==> config.mk <==
export PLATFORM = sky130hd
export DESIGN_NAME = mc_control_v2
export DESIGN_NICKNAME = d
export VERILOG_FILES = /design/src/rtl/mc_ctrl_pkg.sv /design/src/rtl/mc_op_decode.sv /design/src/rtl/mc_control_v2.sv
export SDC_FILE = /design/constraint.sdc
export NUM_CORES = 1
export LEC_CHECK = 0
export ABC_CLOCK_PERIOD_IN_PS = 3600
export CAP_MARGIN = 10
export CORE_UTILIZATION = 46
export CTS_CLUSTER_SIZE = 10
export DETAILED_ROUTE_END_ITERATION = 6
export PLACE_DENSITY = 0.82
export SYNTH_ARGS = -nofsm -noshare
export SYNTH_HDL_FRONTEND = slang
export SYNTH_SLANG_ARGS = --single-unit
==> constraint.sdc <==
create_clock -name clk -period 3.6 [get_ports clk]
set_clock_uncertainty 0.05 [all_clocks]
set_input_delay 0.9 -clock clk [delete_from_list [all_inputs] [get_ports clk]]
set_output_delay 0.9 -clock clk [all_outputs]
set_load 0.02 [all_outputs]
==> src/rtl/mc_ctrl_pkg.sv <==
// Shared definitions for the multi-cycle control unit: state encoding,
// opcode constants and the ALUop / PCSrc select encodings.
package mc_ctrl_pkg;

  // Legacy states keep their low three bits; HALT and TRAP extend into bit 3.
  typedef enum logic [3:0] {
    S_IF   = 4'b0000,
    S_ID   = 4'b0001,
    S_MA   = 4'b0010,
    S_MEM  = 4'b0011,
    S_MWB  = 4'b0100,
    S_BR   = 4'b0101,
    S_EXE  = 4'b0110,
    S_WB   = 4'b0111,
    S_HALT = 4'b1000,
    S_TRAP = 4'b1001
  } state_e;

  localparam logic [5:0] OP_ADD  = 6'b000000;
  localparam logic [5:0] OP_SUB  = 6'b000001;
  localparam logic [5:0] OP_ADDI = 6'b000010;
  localparam logic [5:0] OP_OR   = 6'b010000;
  localparam logic [5:0] OP_AND  = 6'b010001;
  localparam logic [5:0] OP_ORI  = 6'b010010;
  localparam logic [5:0] OP_SLL  = 6'b011000;
  localparam logic [5:0] OP_MOVE = 6'b100000;
  localparam logic [5:0] OP_SLT  = 6'b100111;
  localparam logic [5:0] OP_SW   = 6'b110000;
  localparam logic [5:0] OP_LW   = 6'b110001;
  localparam logic [5:0] OP_BEQ  = 6'b110100;
  localparam logic [5:0] OP_BNE  = 6'b110101;
  localparam logic [5:0] OP_J    = 6'b111000;
  localparam logic [5:0] OP_JR   = 6'b111001;
  localparam logic [5:0] OP_JAL  = 6'b111010;
  localparam logic [5:0] OP_HALT = 6'b111111;

  localparam logic [2:0] ALU_ADD = 3'b000;
  localparam logic [2:0] ALU_SUB = 3'b001;
  localparam logic [2:0] ALU_SLT = 3'b010;
  localparam logic [2:0] ALU_SLL = 3'b100;
  localparam logic [2:0] ALU_OR  = 3'b101;
  localparam logic [2:0] ALU_AND = 3'b110;

  localparam logic [2:0] PC_NEXT   = 3'b000;
  localparam logic [2:0] PC_BRANCH = 3'b001;
  localparam logic [2:0] PC_JR     = 3'b010;
  localparam logic [2:0] PC_JUMP   = 3'b011;
  localparam logic [2:0] PC_TRAP   = 3'b100;

endpackage

==> src/rtl/mc_op_decode.sv <==
// One-hot opcode classifier; anything not recognised is flagged illegal.
module mc_op_decode
  import mc_ctrl_pkg::*;
#(
  parameter int OP_W = 6
) (
  input  logic [OP_W-1:0] op,
  output logic            is_alu,
  output logic            is_mem,
  output logic            is_br,
  output logic            is_jmp,
  output logic            is_halt,
  output logic            illegal
);

  function automatic logic isOp(input logic [OP_W-1:0] opcode, input logic [5:0] code);
    return opcode == OP_W'(code);
  endfunction

  assign is_alu  = isOp(op, OP_ADD) | isOp(op, OP_SUB) | isOp(op, OP_ADDI) |
                   isOp(op, OP_OR)  | isOp(op, OP_AND) | isOp(op, OP_ORI)  |
                   isOp(op, OP_MOVE) | isOp(op, OP_SLT) | isOp(op, OP_SLL);
  assign is_mem  = isOp(op, OP_LW) | isOp(op, OP_SW);
  assign is_br   = isOp(op, OP_BEQ) | isOp(op, OP_BNE);
  assign is_jmp  = isOp(op, OP_J) | isOp(op, OP_JR) | isOp(op, OP_JAL);
  assign is_halt = isOp(op, OP_HALT);
  assign illegal = !(is_alu | is_mem | is_br | is_jmp | is_halt);

endmodule

==> src/rtl/mc_control_v2.sv <==
// Multi-cycle CPU control FSM: sequences IF/ID/EXE/MEM/WB with memory
// wait states, sticky HALT and an illegal-opcode trap, and decodes strobes.
module mc_control_v2
  import mc_ctrl_pkg::*;
#(
  parameter int OP_W    = 6,
  parameter bit TRAP_EN = 1'b1
) (
  input  logic            clk,
  input  logic            rst_n,
  input  logic [OP_W-1:0] op,
  input  logic            zero,
  input  logic            imem_ready,
  input  logic            dmem_ready,
  output logic [2:0]      ALUop,
  output logic [2:0]      PCSrc,
  output logic [1:0]      RegOut,
  output logic [1:0]      ExtSel,
  output logic            PCWre,
  output logic            IRWre,
  output logic            RegWre,
  output logic            ALUSrcB,
  output logic            ALUM2Reg,
  output logic            DataMemRW,
  output logic            InsMemRW,
  output logic            WrRegData,
  output logic [3:0]      state,
  output logic            halted,
  output logic            trap
);

  state_e state_q, state_d;
  logic   isAlu, isMem, isBr, isJmp, isHalt, isIllegal;

  function automatic logic isOp(input logic [OP_W-1:0] opcode, input logic [5:0] code);
    return opcode == OP_W'(code);
  endfunction

  mc_op_decode #(.OP_W(OP_W)) u_decode (
    .op      (op),
    .is_alu  (isAlu),
    .is_mem  (isMem),
    .is_br   (isBr),
    .is_jmp  (isJmp),
    .is_halt (isHalt),
    .illegal (isIllegal)
  );

  always_ff @(posedge clk or negedge rst_n) begin
    if (!rst_n) state_q <= S_IF;
    else        state_q <= state_d;
  end

  always_comb begin
    state_d = state_q;
    case (state_q)
      S_IF:   if (imem_ready) state_d = S_ID;
      S_ID: begin
        if (isAlu)       state_d = S_EXE;
        else if (isBr)   state_d = S_BR;
        else if (isMem)  state_d = S_MA;
        else if (isJmp)  state_d = S_IF;
        else if (isHalt) state_d = S_HALT;
        else             state_d = TRAP_EN ? S_TRAP : S_IF;
      end
      S_EXE:  state_d = S_WB;
      S_MA:   state_d = S_MEM;
      S_MEM:  if (dmem_ready) state_d = isOp(op, OP_LW) ? S_MWB : S_IF;
      S_HALT: state_d = S_HALT;
      default: state_d = S_IF;
    endcase
  end

  always_comb begin
    ALUop     = ALU_ADD;
    PCSrc     = PC_NEXT;
    RegOut    = 2'b00;
    ExtSel    = 2'b00;
    PCWre     = 1'b0;
    IRWre     = 1'b0;
    RegWre    = 1'b0;
    ALUSrcB   = 1'b0;
    ALUM2Reg  = 1'b0;
    DataMemRW = 1'b0;
    InsMemRW  = 1'b0;
    WrRegData = !isOp(op, OP_JAL);
    halted    = 1'b0;
    trap      = 1'b0;

    // The IR is not yet valid in IF, so datapath selects stay at zero there.
    if (state_q != S_IF) begin
      if (isOp(op, OP_SUB) || isOp(op, OP_BEQ) || isOp(op, OP_BNE)) ALUop = ALU_SUB;
      else if (isOp(op, OP_SLT))                          ALUop = ALU_SLT;
      else if (isOp(op, OP_SLL))                          ALUop = ALU_SLL;
      else if (isOp(op, OP_OR) || isOp(op, OP_ORI))       ALUop = ALU_OR;
      else if (isOp(op, OP_AND))                          ALUop = ALU_AND;
      ALUSrcB  = isOp(op, OP_ADDI) | isOp(op, OP_ORI) | isOp(op, OP_SW) |
                 isOp(op, OP_LW)   | isOp(op, OP_SLL);
      ALUM2Reg = isOp(op, OP_LW);
      if (isOp(op, OP_ADD) || isOp(op, OP_SUB) || isOp(op, OP_OR) || isOp(op, OP_AND) ||
          isOp(op, OP_MOVE) || isOp(op, OP_SLT) || isOp(op, OP_SLL))
        RegOut = 2'b10;
      else if (isOp(op, OP_ADDI) || isOp(op, OP_ORI) || isOp(op, OP_LW))
        RegOut = 2'b01;
      if (isOp(op, OP_ADDI) || isOp(op, OP_LW) || isOp(op, OP_SW) ||
          isOp(op, OP_BEQ) || isOp(op, OP_BNE))
        ExtSel = 2'b10;
      else if (isOp(op, OP_ORI))
        ExtSel = 2'b01;
    end

    case (state_q)
      S_IF:   IRWre = imem_ready & rst_n;
      S_ID: begin
        if (isJmp) begin
          PCWre  = 1'b1;
          PCSrc  = isOp(op, OP_JR) ? PC_JR : PC_JUMP;
          RegWre = isOp(op, OP_JAL);
        end else if (isIllegal && !TRAP_EN) begin
          PCWre = 1'b1;
        end
      end
      S_MEM: begin
        DataMemRW = isOp(op, OP_SW);
        PCWre     = isOp(op, OP_SW) & dmem_ready;
      end
      S_MWB, S_WB: begin
        RegWre = 1'b1;
        PCWre  = 1'b1;
      end
      S_BR: begin
        PCWre = 1'b1;
        if ((isOp(op, OP_BEQ) && zero) || (isOp(op, OP_BNE) && !zero)) PCSrc = PC_BRANCH;
      end
      S_TRAP: begin
        PCWre = 1'b1;
        PCSrc = PC_TRAP;
        trap  = 1'b1;
      end
      S_HALT: halted = 1'b1;
      default: ;
    endcase
  end

  assign state = state_q;

endmodule

After elaboration in Yosys (flattened, before gate mapping)
Cells that the tools add are included.

Add/subtract/negate cells: 0. $mul: 0. Divide/modulo/power cells: 0. $lt $le $gt $ge: 0. Equal/unequal tests: 27. Shift operators: 0. Mux-type cells: 35. Bitwise logic cells: 18. Reductions and logical operators: 26.

Operators by type and width (number): == test 6 bit (second input constant) (10); == test 6 x 5 -> 1 bit (second input constant) (4); two-way mux 4 bit (6); case mux 4 bit (6 select lines) (1); two-way mux 3 bit (7); == test 4 x 3 -> 1 bit (second input constant) (4); logical OR 1 bit (16); bitwise OR 1 bit (16); two-way mux 1 bit (13); two-way mux 2 bit (5); case mux 3 bit (3 select lines) (1); == test 4 x 2 -> 1 bit (second input constant) (2); == test 4 bit (second input constant) (2); == test 6 x 1 -> 1 bit (second input constant) (1); == test 6 x 2 -> 1 bit (second input constant) (1); zero test 6 bit (1); == test 4 x 1 -> 1 bit (second input constant) (1); zero test 4 bit (1); != test 2 bit (second input constant) (2); nonzero test 4 bit (1); OR reduction 4 bit (1); case mux 1 bit (3 select lines) (1); bitwise AND 1 bit (2); logical AND 1 bit (2); other kinds (4) (5).

Flip-flop bits (word level): 4. Bits in latches: 0. Memory bits (writable): 0. ROM bits: 0. Input port bits: 11. Output and inout bits: 24. Memories kept: 0.

Depth between registers and ports, before layout
Gate-level depths: netlist of the first run.

Depth after elaboration: 11. Gate-level depth with buffers: 6. Gate-level depth less buffers: 4.

Hierarchy
Synthesis of the first run repeated with hierarchy kept, for this count alone.

Cell total of the unflattened synthesis: 140. Area total of the unflattened synthesis: 934.6 µm².

By module, submodules not included: mc_control_v2 (instances 1, cells each 113, area an instance 765.7 µm², seq. area each 100.1 µm²); mc_op_decode (instances 1, cells each 27, area an instance 168.9 µm², seq. area each 0.0 µm²).

Worst setup path before layout of the first run
No wires, ideal clock.

Kind: input port to output port. Start: in op[0]. End: out ALUSrcB. Arrival time: 2.277 ns. Data required time: 2.650 ns. Slack: 0.373 ns. Stages: 4. Buffers on the path: 1. Cells stage by stage: clkbuf_1 or4_1 a21oi_1 or2_1.

Cells in the longest elaborated chain, start to end: 6. Elaborated cells between the ends (all ways): 10.

Ends and longest elaborated chain: from (decl) (RTL line mc_control_v2.sv:11) `input logic [OP_W-1:0] op,`; == test 6 x 2 -> 1 bit or == test 6 x 5 -> 1 bit (tied branches) (RTL line mc_control_v2.sv:36) `return opcode == OP_W'(code);`; bitwise OR 1 bit (3 in series) (RTL line mc_control_v2.sv:97) `ALUSrcB = isOp(op, OP_ADDI) | isOp(op, OP_ORI) | isOp(op, OP_SW) |`; bitwise OR 1 bit (*) (RTL line mc_control_v2.sv:98) `isOp(op, OP_LW) | isOp(op, OP_SLL);`; two-way mux 1 bit (*) (RTL line mc_control_v2.sv:91) `if (state_q != S_IF) begin`; to (decl) (RTL line mc_control_v2.sv:22) `output logic ALUSrcB,`.

Mark *: on every way between the ends. The rest lies on a longest branch, timed or not.

Final worst setup path of the first run
Start: in op[2]. End: out ALUSrcB.

Same word-level chain as after synthesis.

==> impl_metrics.py, run 1 <==
metrics = {
    "outcome": {
        "status": "finished clean",
    },
    "placement": {
        "io_buffers": 33,
        "gp_congestion": 0.927,
        "placedCellCount": 199,
        "dp_hpwl_mm": 2.20,
        "dp_slack_ns": -0.388,
    },
    "global_routing": {
        "grt_pass1_wl_mm": 4.40,
        "grtUsageTotal": 0.287,
        "grt_pass1_vias": 1042,
        "grt.overflow.total": 0,
        "antenna_found_initial": 0,
        "grt_max_degree": 19,
    },
    "power": {
        "p_leak_nw": 0.659,
        "irDropWorstVdd_mv": 0.102,
        "power.density_nw_per_um2": 131,
        "switching_share": 0.327,
        "intPower_w": 0.000125,
        "p_comb_frac": 0.447,
        "seqPwrFrac": 0.244,
        "clockPowerShare": 0.309,
        "switching_power_w": 0.0000605,
    },
    "detailed_routing": {
        "vias_per_cell": 5.79,
        "ant_nets": 0,
        "drc_errors": 0,
        "wl_per_cell_um": 14.0,
        "drt_iter0_markers": 30,
        "vias": 1169,
        "first_pass_iters": 5,
        "drt-total-wl_mm": 2.84,
    },
    "clock_tree": {
        "ctsResizeCount": 21,
        "cts-root-buf": "clkbuf_4",
        "cts.path.max_buffers": 2,
        "clock_sinks": 4,
        "post_cts_buffers": 0,
        "clk_pin_slew_ns": 0.04,
        "cts_buffers": 3,
        "cts_tree": "yes",
        "cts_max_level": 1,
        "hold_buffers": 0,
        "clk_latency_ns": 0.24,
    },
    "synthesis": {
        "ys_top_cells_by_area": "dfrtp_1 12%, nor2_1 6.5%, nand2b_1 5.8%",
        "netlist_top_cells_count": "15 x nor2_1, 8 x nand2b_1, 8 x nor3_1, 7 x a21oi_1",
        "syn_area_per_cell_um2": 7.03,
        "synth_edf_count": 0,
        "synth_nets": 134,
        "synth_largest_area_cell": "dfrtp_1",
        "synth_cell_types": 49,
        "yosysWarnings": 0,
        "synth_top_area_share": 0.116,
        "ys_seq_area_frac": 0.116,
        "synth-seq-cells": 4,
        "synthCells": 123,
        "async_flop_share": 1.00,
        "yosysMostFrequentCell": "nor2_1",
        "ys.flop_type": "dfrtp_1",
        "post_synth_instance_area_um2": 865,
    },
    "die": {
        "die-height_um": 45.4,
        "ios": 35,
        "core_um2": 1750,
        "rows": 15,
        "dieArea_um2": 2060,
        "start_util": 0.495,
        "die_w_um": 45.4,
    },
    "sta": {
        "rsz0062_at_grt": "false",
        "setup_slack_ns": 0.210,
        "finalCritPeriodShare": 0.942,
        "tightest_slew_ns": 0.605,
        "slew-limit-headroom": 0.596,
        "fmax_mhz": 295,
        "finalSetupViolCount": 0,
        "min_period_ns": 3.39,
        "hold_violations": 0,
        "drv_slew": 0,
    },
    "job": {
        "maxCapViolCount": 0,
    },
    "setup_path": {
        "arrival_ns": 2.44,
        "critPathMaxFanout": 9,
        "path_class": "in -> out",
        "critPathSlowestCell": "or3_1",
        "cp_cell_sequence": "dlygate4sd2_1, nand3b_1, or3_1, a21oi_2, or2_1, clkdlybuf4s15_2",
        "crit_buf_inv": 2,
        "crit_family": "simple AND/OR/NAND/NOR gates",
        "cp-start-kind": "primary input",
        "crit_path_end_kind": "output port",
        "crit_required_ns": 2.65,
        "max_stage_delay_ns": 0.41,
    },
    "layout": {
        "drive_gt1_frac": 0.299,
        "final.fill_count": 137,
        "final_nets": 190,
        "largest_reg_flops": 4,
        "stdcell_count": 202,
        "multi_input_area_um2": 706,
        "regArea_um2": 100,
        "diodes": 0,
        "syn_to_final_growth_pct": 64.1,
    },
    "min_path": {
        "hp-class": "reg -> reg",
    },
}
-- power groups by stage --
stage	clock, W	combinational [W]	sequential [W]
floorplan	0	0.0000364	0.0000458
global placement	0	0.0000805	0.0000458
detailed placement	0	0.0000819	0.0000458
CTS	0.0000569	0.0000796	0.0000452
global route	0.0000600	0.0000882	0.0000451
finish	0.0000573	0.0000827	0.0000452
-- routing by layer --
metal / vias up / routed length [um] / track usage
met1: 545 / 1200 / 0.350
met3: 6 / 146 / 0.00800
met2: 56 / 1440 / 0.513
met4: 0 / 53 / 0.139
met5: - / 0 / 0
li1: 562 / - / -
-- path summary, 6_finish.rpt --
check | cells past startpoint | slack [ns] | start | end
min | 1 | 0.76 | state[3] | state[2]
max in group asynchronous | 1 | 2.50 | rst_n | state[0]
max reg2reg | 4 | 1.74 | state[0] | state[0]
max | 6 | 0.21 | op[2] | ALUSrcB
min in group asynchronous | 1 | 0.82 | rst_n | state[3]
min reg2reg | 1 | 0.76 | state[3] | state[2]
-- through the flow --
step	setup TNS (ns)	utilization	instance area (um2)	hold WS, ns	total power, W
global placement	-3.14	0.794	1390	0.745	0.000126
global route	0	0.813	1420	0.794	0.000193
finish	0	0.813	1420	0.765	0.000185
detailed placement	-3.29	0.794	1390	0.751	0.000128
CTS	0	0.800	1400	0.749	0.000182
floorplan	0	-	865	0.554	0.0000821
-- layout by cell type, fill, tap and decap left out, types with 4 or more instances in the layout --
master,count
a21oi_1,6
nor3_1,8
dlygate4sd2_1,14
nand2b_1,6
clkdlybuf4s50_1,13
dfrtp_1,4
nor2_1,15
buf_4,31
nand2_1,5
inv_1,4
nor4_1,4
-- area by class of cell --
type,count,share of cell area
timing repair buffer,64,0.384
tap,25,0.0220
sequential,4,0.0705
inverter,4,0.0106
clock buffer,3,0.0159
multi-input combinational,102,0.497
-- kinds of logic (layout without fill, tap and decap cells) --
| family | count (synthesis) | in the layout | synth area share |
|---|---|---|---|
| flops | 4 | 4 | 0.116 |
| compound gates | 31 | 31 | 0.265 |
| mux | 1 | 1 | 0.0116 |
| xor+xnor | 1 | 1 | 0.0101 |
| buf+inv | 17 | 71 | 0.103 |
| fa+ha+maj | 1 | 1 | 0.0116 |
| simple gates | 67 | 67 | 0.479 |
| other cells | 1 | 1 | 0.00434 |
No activity file was read; power rests on OpenSTA's default activity.
==> inputs of run 2 (changes only) <==
--- a/config.mk
+++ b/config.mk
@@ -8,7 +8,7 @@
 export ABC_CLOCK_PERIOD_IN_PS = 3600
 export CAP_MARGIN = 10
 export CORE_UTILIZATION = 46
-export CTS_CLUSTER_SIZE = 10
+export CTS_CLUSTER_SIZE = 20
 export DETAILED_ROUTE_END_ITERATION = 6
 export PLACE_DENSITY = 0.82
 export SYNTH_ARGS = -nofsm -noshare
==> results of run 2 <==
Same layout as run 1: the final DEF is identical, and so are final timing and power.
==> RTL edit 1: new RTL, settings of run 1 <==
`OP_W` is set to 6 in 2 places; all go to 8.
--- a/src/rtl/mc_op_decode.sv
+++ b/src/rtl/mc_op_decode.sv
@@ -4,3 +4,3 @@
 #(
-  parameter int OP_W = 6
+  parameter int OP_W = 8
 ) (
--- a/src/rtl/mc_control_v2.sv
+++ b/src/rtl/mc_control_v2.sv
@@ -5,3 +5,3 @@
 #(
-  parameter int OP_W    = 6,
+  parameter int OP_W    = 8,
   parameter bit TRAP_EN = 1'b1
Ports: changed (resized op); port bits go from 35 to 37. The function was not compared with the original's and may differ.
==> RTL edit 1 against run 1 <==
Non-clock buffer count shrank 2; worst setup slack lost 0.19 ns; via count grew 5.8%; design area grew 1.1%; critical path depth is the same; hold slack lost 0.070 ns; first-iteration DRC count grew 100%; area after synthesis grew 1.4%; routed wire length grew 12%; sequential cell count is the same; highest routed layer unchanged.
Power is not compared: it rests on default switching activity, and its combinational part moved more than twofold at a synthesized area within 25%.
==> RTL edit 1: results (changes against run 1) <==
.. list-table::
   :header-rows: 1

   * - Metric
     - Value
   * - PostCTS Resize Cnt
     - 43 (was 21)
   * - Core occupancy in the finished layout
     - 0.813 (about the same)
   * - Area of combinational cells with multiple inputs
     - 718 sq um (was 706 sq um)
   * - Worst-case setup slack after placement
     - -0.509 ns (was -0.388 ns)
   * - Post-synthesis sequential area ratio
     - 0.114 (was 0.116)
   * - Met3 layer wire length in the routed design
     - 169 um (was 146 um)
   * - Clock distribution area overhead in the final layout
     - 0.0157 (was 0.0159)
   * - Fraction of layout instances using a drive strength above 1
     - 0.265 (was 0.299)
   * - Critical-path cell with the highest stage delay
     - sky130_fd_sc_hd__clkdlybuf4s50_1 (was sky130_fd_sc_hd__or3_1)
   * - GR met1 Demand/Resource
     - 0.457 (was 0.350)
   * - Final critical-path setup slack
     - 0.0175 ns (was 0.210 ns)
   * - Worst r2r src
     - state[2] (was state[0])
   * - Signal buffers share of area
     - 0.382 (was 0.384)
   * - Detailed-routing iteration count for the pre-antenna-repair pass
     - 4 (was 5)
   * - Met2 track demand over resource
     - 0.514 (was 0.513)
   * - End of the worst hold path
     - state[2] (unchanged)
   * - Number of fill cells in the layout
     - 142 (was 137)
   * - Global-route wire length before repair
     - 4800 um (was 4400 um)
   * - Port Buffers
     - 35 (was 33)
   * - Result of the run
     - completed (unchanged)
   * - Post-synthesis cell count
     - 133 (was 123)
   * - Number of cells after detailed placement
     - 203 (was 199)
   * - Maximum number of pins on one net before global-route repair
     - 21 (was 19)
   * - Setup slack on the worst flop-to-flop path
     - 1.80 ns (was 1.74 ns)
   * - Maximum cell stage delay along the critical path
     - 0.48 ns (was 0.41 ns)
   * - Total placed instance area
     - 1380 sq um (was 1390 sq um)
   * - Data arrival time of the critical path
     - 2.63 ns (was 2.44 ns)
   * - Total global-route track usage
     - 0.312 (was 0.287)
   * - Worst Min Path Start
     - state[1] (was state[3])
   * - Number of unique standard cell types used by synthesis
     - 47 (was 49)
   * - Final HPWL DP
     - 2360 um (was 2200 um)
   * - Count of plain and timing-repair buffers in the layout
     - 62 (was 64)
   * - Maximum fanout along the worst path
     - 4 (was 9)
   * - Leading post-synthesis cells by cell area
     - sky130_fd_sc_hd__dfrtp_1, sky130_fd_sc_hd__clkbuf_1, sky130_fd_sc_hd__or3_1 (was sky130_fd_sc_hd__dfrtp_1, sky130_fd_sc_hd__nor2_1, sky130_fd_sc_hd__nand2b_1)
   * - GR Util met3
     - 0.0397 (was 0.00800)
   * - Critical path destination
     - RegWre (was ALUSrcB)
   * - Via count of the first global-routing pass
     - 1,056 (was 1,042)
   * - Mean instance size in the synthesized netlist
     - 6.59 sq um (was 7.03 sq um)
   * - Met2 Wirelength
     - 1590 um (was 1440 um)
   * - Met1 Routed Length
     - 1420 um (was 1200 um)
   * - Drt via density
     - 6.00 (was 5.79)
   * - Syn Nets
     - 146 (was 134)
## RTL edit 1: cell count changes in the layout (fill, tap and decap cells not counted), moves of 3 or more
cell	before	now
sky130_fd_sc_hd__dlygate4sd2_1	14	4
sky130_fd_sc_hd__nor2_1	15	9
sky130_fd_sc_hd__buf_4	31	26
sky130_fd_sc_hd__buf_2	0	4
sky130_fd_sc_hd__or3_1	1	5
sky130_fd_sc_hd__a211oi_1	0	3
sky130_fd_sc_hd__a21o_1	0	3
sky130_fd_sc_hd__a21oi_1	6	3
sky130_fd_sc_hd__buf_6	0	3
sky130_fd_sc_hd__nand3_1	3	6
sky130_fd_sc_hd__o211ai_1	0	3
sky130_fd_sc_hd__or2_2	3	0
## RTL edit 1: cells by family after synthesis
group	count (synthesis)	synth area share
adders and majority gates	1	0.0114
DFF	4	0.114
AOI/OAI and AO/OA	35	0.278
and+or+nand+nor	70	0.471
buffers and inverters	21	0.108
other	1	0.00428
muxes	1	0.0128
==> RTL edit 2: new RTL, flow settings as in run 1 <==
Made on the original files. Make the reset (`rst_n`) synchronous in one clocked block.
--- a/src/rtl/mc_control_v2.sv
+++ b/src/rtl/mc_control_v2.sv
@@ -48,3 +48,3 @@
 
-  always_ff @(posedge clk or negedge rst_n) begin
+  always_ff @(posedge clk) begin
     if (!rst_n) state_q <= S_IF;
Function: differs if rst_n is asserted again (counterexample within 4 cycles, from zero or initial values and one cycle with rst_n low); with rst_n held inactive, the same outputs for 10 cycles.
==> RTL edit 2 against run 1 <==
The flow now finishes with violations (DRC); register-to-register slack gained 0.34 ns; non-clock buffer count is 12 lower; critical path depth grew 1; area after synthesis is 5.9% lower; routed wire length fell by 5.7%; count of clock-buffer cells in the layout is the same; hold slack got worse by 0.024 ns; core utilization fell by 1.4 points; sequential cell count unchanged; worst setup slack worse by 0.13 ns; critical endpoint is now PCSrc[0]; design area fell by 11%.
Power is not compared: it rests on default switching activity, and its combinational part moved more than twofold at a synthesized area within 25%.
==> RTL edit 2: results (changes against run 1) <==
.. list-table::
   :header-rows: 1

   * - Metric
     - Value
   * - Std-Cell Rows
     - 14 (was 15)
   * - Top FF cell, synth
     - sky130_fd_sc_hd__dfxtp_1 (was sky130_fd_sc_hd__dfrtp_1)
   * - Start point of the critical path
     - op[4] (was op[2])
   * - Clock distribution area overhead in the final layout
     - 0.0179 (was 0.0159)
   * - Setup slack on the worst flop-to-flop path
     - 2.08 ns (was 1.74 ns)
   * - Initial drt markers
     - 52 (was 30)
   * - Flip-flop and latch count
     - 4 (unchanged)
   * - Global-route wire length before repair
     - 4440 um (was 4400 um)
   * - Fraction of area in registers
     - 0.0636 (was 0.0705)
   * - DRC violations left
     - 1 (was 0)
   * - Failing checks
     - DRC
   * - Average detailed-routed wire length per instance
     - 14.9 um (was 14.0 um)
   * - Final HPWL DP
     - 2010 um (was 2200 um)
   * - Multi-input combinational gate total
     - 103 (was 102)
   * - Worst r2r dst
     - state[3] (was state[0])
   * - Via count of the first global-routing pass
     - 970 (was 1,042)
   * - Data arrival time of the critical path
     - 2.57 ns (was 2.44 ns)
   * - Signal buffers share of area
     - 0.361 (was 0.384)
   * - Total placed instance area
     - 1240 sq um (was 1390 sq um)
   * - Met2 track demand over resource
     - 0.476 (was 0.513)
   * - Syn Nets
     - 133 (was 134)
   * - Detailed-routing iteration count for the pre-antenna-repair pass
     - 7 (was 5)
   * - GR met1 Demand/Resource
     - 0.429 (was 0.350)
   * - Result of the run
     - finished with violations (was completed)
   * - End of the worst hold path
     - state[0] (was state[2])
   * - Number of vias in the routed layout
     - 1,128 (was 1,169)
   * - Number of fill cells in the layout
     - 123 (was 137)
   * - Maximum fanout along the worst path
     - 15 (was 9)
   * - Cell depth of the worst hold path
     - 2 (was 1)
   * - PostCTS Resize Cnt
     - 20 (was 21)
   * - Fraction of layout instances using a drive strength above 1
     - 0.209 (was 0.299)
-- RTL edit 2: power by group through the flow --
stage	clock, W	sequential [W]	combinational (W)
finish	0.0000557	0.0000766	0.000226
global route	0.0000610	0.0000793	0.000247
CTS	0.0000603	0.0000752	0.000226
detailed placement	0	0.0000761	0.000230
global placement	0	0.0000758	0.000226
floorplan	0	0.0000714	0.000134
-- RTL edit 2: per-layer routing --
metal / vias up / share of wire
li1: 554 / -
met1: 521 / 0.45
met2: 51 / 0.48
met4: 0 / 0.0064
met3: 2 / 0.067
met5: - / 0
-- RTL edit 2: cell families (layout without fill, tap and decap cells) --
kind of cell,count (synthesis),count (layout),share of synthesized area
and+or+nand+nor,64,64,0.463
AOI/OAI and AO/OA,35,35,0.309
buffers and inverters,15,56,0.0908
DFF,4,4,0.0985
xor gates and xnor gates,2,2,0.0215
adders and majority gates,1,1,0.0123
other,1,1,0.00461
